==> src/rtl/knight_anim_sequencer.sv <==
// Knight walk-animation sequencer and sprite ROM address generator.
// Animation state and the latched sprite position only change on frame_start so a scan-out never tears.
module knight_anim_sequencer #(
  parameter int SPR_W      = 50,
  parameter int SPR_H      = 64,
  parameter int NUM_FRAMES = 4,
  parameter int FRAME_HOLD = 6,
  parameter int ADDR_W     = 12,
  localparam int FS_W      = (NUM_FRAMES > 1) ? $clog2(NUM_FRAMES) : 1,
  localparam int HOLD_W    = (FRAME_HOLD > 1) ? $clog2(FRAME_HOLD) : 1
) (
  input  logic              vga_clk,
  input  logic              Reset,
  input  logic              frame_start,
  input  logic              walking,
  input  logic              facing_left,
  input  logic [9:0]        KnightX,
  input  logic [9:0]        KnightY,
  input  logic [9:0]        DrawX,
  input  logic [9:0]        DrawY,
  output logic [ADDR_W-1:0] rom_address,
  output logic [FS_W-1:0]   frame_sel,
  output logic              sprite_on,
  output logic [1:0]        anim_state
);

  typedef enum logic [1:0] {
    IDLE = 2'b00,
    WALK = 2'b01,
    STOP = 2'b10
  } state_t;

  state_t            state;
  logic [HOLD_W-1:0] hold_cnt;
  logic [9:0]        lx;
  logic [9:0]        ly;
  logic              lfacing;

  logic              hold_wrap;
  logic [HOLD_W-1:0] hold_step;
  logic [FS_W-1:0]   fs_step;

  // Shared hold/frame advance used by both WALK and the WALK->STOP transition.
  always_comb begin
    hold_wrap = (hold_cnt == HOLD_W'(FRAME_HOLD - 1));
    hold_step = hold_wrap ? '0 : hold_cnt + 1'b1;
    fs_step   = frame_sel;
    if (hold_wrap) begin
      fs_step = (frame_sel == FS_W'(NUM_FRAMES - 1)) ? '0 : frame_sel + 1'b1;
    end
  end

  always_ff @(posedge vga_clk) begin
    if (Reset) begin
      state     <= IDLE;
      frame_sel <= '0;
      hold_cnt  <= '0;
      lx        <= '0;
      ly        <= '0;
      lfacing   <= 1'b0;
    end else if (frame_start) begin
      lx      <= KnightX;
      ly      <= KnightY;
      lfacing <= facing_left;
      case (state)
        IDLE: begin
          frame_sel <= '0;
          hold_cnt  <= '0;
          if (walking) state <= WALK;
        end
        WALK: begin
          hold_cnt  <= hold_step;
          frame_sel <= fs_step;
          if (!walking) state <= STOP;
        end
        STOP: begin
          if (hold_wrap) begin
            state     <= IDLE;
            frame_sel <= '0;
            hold_cnt  <= '0;
          end else begin
            hold_cnt <= hold_cnt + 1'b1;
          end
        end
        default: begin
          state     <= IDLE;
          frame_sel <= '0;
          hold_cnt  <= '0;
        end
      endcase
    end
  end

  assign anim_state = state;

  logic [10:0]       rx;
  logic [10:0]       ry;
  logic [10:0]       col;
  logic              hit;
  logic [ADDR_W-1:0] addr_calc;

  // 11-bit two's complement offsets: a set sign bit means left of / above the sprite, never a hit.
  always_comb begin
    rx        = {1'b0, DrawX} - {1'b0, lx};
    ry        = {1'b0, DrawY} - {1'b0, ly};
    hit       = !rx[10] && (rx < 11'(SPR_W)) && !ry[10] && (ry < 11'(SPR_H));
    col       = lfacing ? (11'(SPR_W - 1) - rx) : rx;
    addr_calc = ADDR_W'(ry) * ADDR_W'(SPR_W) + ADDR_W'(col);
  end

  always_ff @(posedge vga_clk) begin
    if (Reset) begin
      sprite_on   <= 1'b0;
      rom_address <= '0;
    end else begin
      sprite_on   <= hit;
      rom_address <= hit ? addr_calc : '0;
    end
  end

endmodule

==> config.mk <==
export PLATFORM = sky130hd
export DESIGN_NAME = knight_anim_sequencer
export DESIGN_NICKNAME = d
export VERILOG_FILES = /design/src/rtl/knight_anim_sequencer.sv
export SDC_FILE = /design/constraint.sdc
export NUM_CORES = 1
export LEC_CHECK = 0
export BUFFER_PORTS_ARGS = -buffer_cell sky130_fd_sc_hd__buf_2
export CORE_UTILIZATION = 40
export DETAILED_ROUTE_END_ITERATION = 16
export GPL_TIMING_DRIVEN = 0
export HOLD_SLACK_MARGIN = 0.12
export PLACE_DENSITY = 0.7
export SLEW_MARGIN = 0
export SYNTH_ARGS = -nofsm -noshare
export SYNTH_HDL_FRONTEND = slang
export SYNTH_SLANG_ARGS = --single-unit
==> constraint.sdc <==
create_clock -name vga_clk -period 9.5 [get_ports vga_clk]
set_input_delay 0.475 -clock vga_clk [delete_from_list [all_inputs] [get_ports vga_clk]]
set_output_delay 0.475 -clock vga_clk [all_outputs]
set_load 0.005 [all_outputs]
# Word-level counts from Yosys, hierarchy flattened
# Cells that the tools add are included.
[word_totals]
inputBits = 45
register_bits = 41
[op_classes]
n_bitwise = 1
eq_ne = 8
n_mux = 10
n_lt_le_gt_ge = 2
reduce_logical = 10
addsub = 6
multipliers = 1
[op_table]
columns = ["operator", "count"]
rows = [
  ["subtractor 10 x 10 -> 11 bit", 2],
  ["adder 12 x 11 -> 12 bit", 1],
  ["less-than comparator 11 x 6 -> 1 bit (second input constant)", 1],
  ["less-than comparator 11 x 7 -> 1 bit (second input constant)", 1],
  ["multiplier 11 x 5 -> 11 bit (second input constant)", 1],
  ["two-way mux 11 bit", 1],
  ["subtractor 6 x 11 -> 11 bit (first input constant)", 1],
  ["two-way mux 2 bit", 5],
  ["inequality test 2 bit (second input constant)", 4],
  ["two-way mux 3 bit", 2],
  ["one-hot mux 2 bit (3 select lines)", 1],
  ["equality test 2 bit (second input constant)", 2],
  ["one-hot mux 2 bit (2 select lines)", 1],
  ["AND reduction 4 bit", 1],
  ["OR reduction 2 bit", 2],
  ["adder 3 x 1 -> 3 bit (second input constant)", 1],
  ["equality test 3 bit (second input constant)", 1],
  ["logical AND 1 bit", 3],
  ["AND reduction 3 bit", 1],
  ["adder 2 x 1 -> 2 bit (second input constant)", 1],
  ["equality test 2 x 1 -> 1 bit (second input constant)", 1],
  ["logical NOT 1 bit", 2],
  ["logical NOT 2 bit", 1],
  ["NOT 1 bit", 1],
]

# Depth between registers and ports, before layout
[logic_depth]
depth_word = 7
depth_mapped = 21
depth_no_buf = 21

# Worst setup path after synthesis
# No wires, ideal clock.
[synth_path]
kind = "in2reg"
startpoint = "input DrawY[0]"
endpoint = "register rom_address[11]"
path_stages = 20
t_arrival_ns = 4.611
path_slack_ns = 4.824
n_path_buf = 0
required_ns = 9.436
setup_ns = 0.064
cell_sequence = "inv_1 ha_1 fa_1 nor2b_4 o21ai_0 a21oi_1 ha_1 ha_1 inv_1 fa_1 inv_1 ha_1 o21a_1 o31ai_1 a21boi_0 ha_1 or4_1 a31oi_1 xnor3_1 nor2_1"
[synth_between]
elab_chain_cells = 6
word_cells_on_any_way = 9
[synth_lines]
columns = ["element", "line_no", "source"]
rows = [
  ["from (decl)", "20", "input logic [9:0] DrawY,"],
  ["subtractor 10 x 10 -> 11 bit *", "105", "ry = {1'b0, DrawY} - {1'b0, ly};"],
  ["parallel branches: the longest is 5 deep, another holds adder 12 x 11 -> 12 bit", "n/a", ""],
  ["to (signal assigned)", "117", "rom_address <= hit ? addr_calc : '0;"],
  ["to (decl)", "21", "output logic [ADDR_W-1:0] rom_address,"],
]
# Mark *: on every way between the ends.
# A chain may end at the register's enable or synchronous reset.

# Worst setup path after layout
[layout_path]
startpoint = "register ly[1]"
endpoint = "register rom_address[11]"
[layout_between]
elab_chain_cells = 6
word_cells_on_any_way = 9
[layout_lines]
columns = ["element", "line_no", "source"]
rows = [
  ["from (decl)", "36", "logic [9:0] ly;"],
  ["from (signal assigned)", "63", "ly <= KnightY;"],
  ["subtractor 10 x 10 -> 11 bit *", "105", ""],
  ["parallel branches: the longest is 5 deep, another holds adder 12 x 11 -> 12 bit", "n/a", ""],
]
# Marks and branches as above.

==> impl_metrics.json <==
{
  "cts_num_sinks": 41,
  "fp-row-count": 35,
  "finalClockSkew_ns": 0.01228,
  "setup.worst_path.start_class": "flip-flop",
  "routedWlPerCell_um": 12.61,
  "route.vias.total": 3103,
  "floorplan.initialDensity": 0.4093,
  "diodes": 0,
  "final.period_utilization": 0.5339,
  "mappedNetlistArea_mm2": 0.003764,
  "timing.final.hold_violations": 0,
  "global_route.overflow_total": 0,
  "drtAntennaViolNets": 0,
  "pwr_density_cell_mw_per_mm2": 248.2,
  "final-setup-viol-count": 0,
  "syn-instance-count": 438,
  "die-area_mm2": 0.009801,
  "layout.nets": 613,
  "grt.total_usage": 0.1638,
  "die_height_um": 99,
  "postSynth.topFlopCell": "dfxtp_1",
  "synth.top_cell.area_share": 0.2181,
  "dr.first_iter.drc_count": 68,
  "yosys.area.top_type": "dfxtp_1",
  "fraction_of_final_layout_cells_sized_beyond_drive_strength_1": 0.1802,
  "unrepaired_setup_endpoints_after_global_routing": "false",
  "power.internal_uw": 628.0,
  "worst_ir_drop_vdd_mv": 0.1404,
  "num_io_pins": 62,
  "portBuffers": 60,
  "combPwrFrac": 0.698,
  "clock_tree_from_tritoncts": "yes",
  "min_delay_worst_type": "input pin to flip-flop",
  "critPathMostFrequentCell": "ha_1",
  "critPathMaxStageDelay_ns": 0.52,
  "place.detailed.instances": 609,
  "slew_viol_final": 0,
  "postLayoutSetupSlackWorst_ns": 4.428,
  "worst_ep_required_time_ns": 9.74,
  "clock_buffer_depth": 2,
  "cts_hold_buf": 0,
  "synth_top_cells_by_area": "dfxtp_1 (22%), ha_1 (18%), inv_1 (5.9%)",
  "layout.cells.non_filler": 616,
  "wl_um": 7766,
  "antenna_found_initial": 0,
  "ys_async_sr_fraction": 0,
  "netSwitchingPower_uw": 441.0,
  "finalSetupTns_ns": 0,
  "worst-slew-pin-transition_ns": 0.7965,
  "ctsResizeCount": 0,
  "tritoncts.num_buffers": 5,
  "grt_first_pass_wirelength_um": 13030,
  "grt_pass1_vias": 2947,
  "critical_path.n_buffers_inverters": 3,
  "final_min_period_ns": 5.072,
  "detailedRoute.firstPassIterationCount": 4,
  "worst_path_max_delay_cell": "fa_1",
  "seq_power_share": 0.171,
  "criticalPathCategory": "flip-flop to flip-flop",
  "max_slew_margin": 0.4690,
  "synth_seq_area_share": 0.2181,
  "run_status": "complete, no violations",
  "syn_to_final_growth_pct": 14.43,
  "core_mm2": 0.009196,
  "pin_count_of_the_biggest_net_entering_global_routing": 13,
  "critPathCaptureType": "flip-flop",
  "postSynthAreaPerCell_um2": 8.593,
  "finalWeightedCongestion": 0.8787,
  "place_worst_setup_slack_ns": 4.231,
  "worstPathArrival_ns": 5.31,
  "h-tree-depth": 2,
  "via_per_inst": 5.037,
  "buffer_type_at_the_clock_tree_root": "clkbuf_8",
  "synth_cell_types": 63,
  "floorplan.die.width_um": 99,
  "clock.fmax_mhz": 197.2,
  "drc": 0,
  "synth_enable_flop_cells": 0,
  "timing.critical_path.max_delay_family": "adder cells",
  "timing.reg2reg.setup_slack_ns": 4.43,
  "yosys_register_bits": 41,
  "dpl.hpwl_um": 6479,
  "swShare": 0.4125,
  "power_frac_clock": 0.131,
  "yosys_warnings": 0,
  "maxCapViolations": 0,
  "static-leakage-power_uw": 0.002099,
  "crit_path_max_fanout": 3,
  "postCtsSetupRepairBufs": 0,
  "clkLatencyLatePin_ns": 0.30,
  "syn-num-nets": 546,
  "worst_setup_hold_path_clk_slew_ns": 0.09,
  "crit_path_cell_trace": "inv_1 > ha_1 > nor2b_1 > o211ai_1 > a21boi_0 > nor2_1 > xnor2_1 > ha_1 > ha_1 > inv_1 > fa_1 > inv_1 > ha_1 > o21a_1 > o31ai_1 > a21boi_0 > ha_1 > or4_1 > a31oi_1 > xnor3_1 > nor2_1"
}
==> registers in the layout, summed over array words and instances, names as in the netlist <==
register,count
lx,10
frame_sel,2
rom_address,12
sprite_on,1
hold_cnt,3
anim_state,2
lfacing,1
ly,10
==> synthesized netlist by cell type (4+ instances only) <==
cell type  number
xor2_1         10
fa_1            8
nor3_1          6
nor2b_1         8
xnor2_1        21
clkbuf_1        4
a21oi_1        25
inv_1          59
o21a_1          8
or2_2           4
nand3b_1        4
mux2i_1        22
nand2b_1        7
o21ai_0        16
ha_1           55
a21o_1          7
nor2_1         55
dfxtp_1        41
nand2_1        13
o31ai_1         6
==> cell families (layout without fill, tap and decap cells) <==
kind of cell,Yosys count,after routing,share of synthesized area
adders and majority gates,63,63,0.2254
DFF,41,41,0.2181
buffers and inverters,68,135,0.07047
xor gates and xnor gates,33,33,0.08245
muxes,24,24,0.06449
AOI/OAI and AO/OA,90,90,0.1666
and+or+nand+nor,119,119,0.1725
==> area by class of cell <==
| cell class | count | area (µm²) |
|---|---|---|
| timing repair buffer | 60 | 300.3 |
| buffer | 9 | 43.79 |
| multi-input combinational | 329 | 2678 |
| clock buffer | 5 | 68.82 |
| sequential | 41 | 820.8 |
| inverter | 59 | 221.5 |
| clock inverter | 2 | 35.03 |
| fill | 894 | 4890 |
| tap | 111 | 138.9 |
==> power by group through the flow <==
stage / clock (µW) / combinational [µW] / sequential, µW
after floorplan: 0 / 624 / 186
after global placement: 0 / 725 / 187
after global routing: 152 / 849 / 184
final: 140 / 746 / 183
after CTS: 144 / 754 / 183
after detailed placement: 0 / 745 / 187
==> worst paths after layout <==
| path | cells after the start | start | to |
|---|---|---|---|
| hold / removal | 3 | KnightX[5] | lx[5]$_SDFFE_PP0P_ |
| setup reg to reg | 21 | ly[1]$_SDFFE_PP0P_ | rom_address[11]$_SDFF_PP0_ |
| hold reg to reg | 2 | frame_sel[0]$_SDFFE_PP0P_ | frame_sel[0]$_SDFFE_PP0P_ |
| setup / recovery | 21 | ly[1]$_SDFFE_PP0P_ | rom_address[11]$_SDFF_PP0_ |
==> cell usage in the layout (no fill, tap or decap), types with 3 or more instances in the layout <==
cell      netlist  final
a21o_1          7      7
a21oi_1        25     25
buf_2           1     61
clkbuf_1        4      4
clkbuf_8        0      5
dfxtp_1        41     41
fa_1            8      8
ha_1           55     55
inv_1          59     59
mux2i_1        22     22
nand2_1        13     13
nand2b_1        7      7
nand3_1         3      3
nand3b_1        4      4
nor2_1         55     55
nor2b_1         8      8
nor3_1          6      6
o211ai_1        3      3
o21a_1          8      8
o21ai_0        16     16
o21bai_1        3      3
o31ai_1         6      6
or2_2           4      4
or3_1           3      3
xnor2_1        21     21
xor2_1         10     10
==> per-stage QoR <==
step / area, µm² / hold slack, ns / util / total power (µW)
floorplan: 3764 / 0.4604 / - / 809.6
global placement: 4203 / 0.4733 / 0.4570 / 911.7
detailed placement: 4203 / 0.4803 / 0.4570 / 931.6
CTS: 4307 / 0.4045 / 0.4683 / 1081
global route: 4307 / 0.4049 / 0.4683 / 1185
finish: 4307 / 0.4064 / 0.4683 / 1069
==> worst min-delay path: stages <==
cell and delay, ns:
buf_2 0.07, mux2i_1 0.05, nor2_1 0.07
==> routing by layer <==
metal	share of wire	routed length, µm	track usage
met4	0.012	95	0.04707
met2	0.49	3785	0.2873
met5	0	0	0
met1	0.46	3554	0.2010
met3	0.042	330	0.03546
No activity file was read; power rests on OpenSTA's default activity.
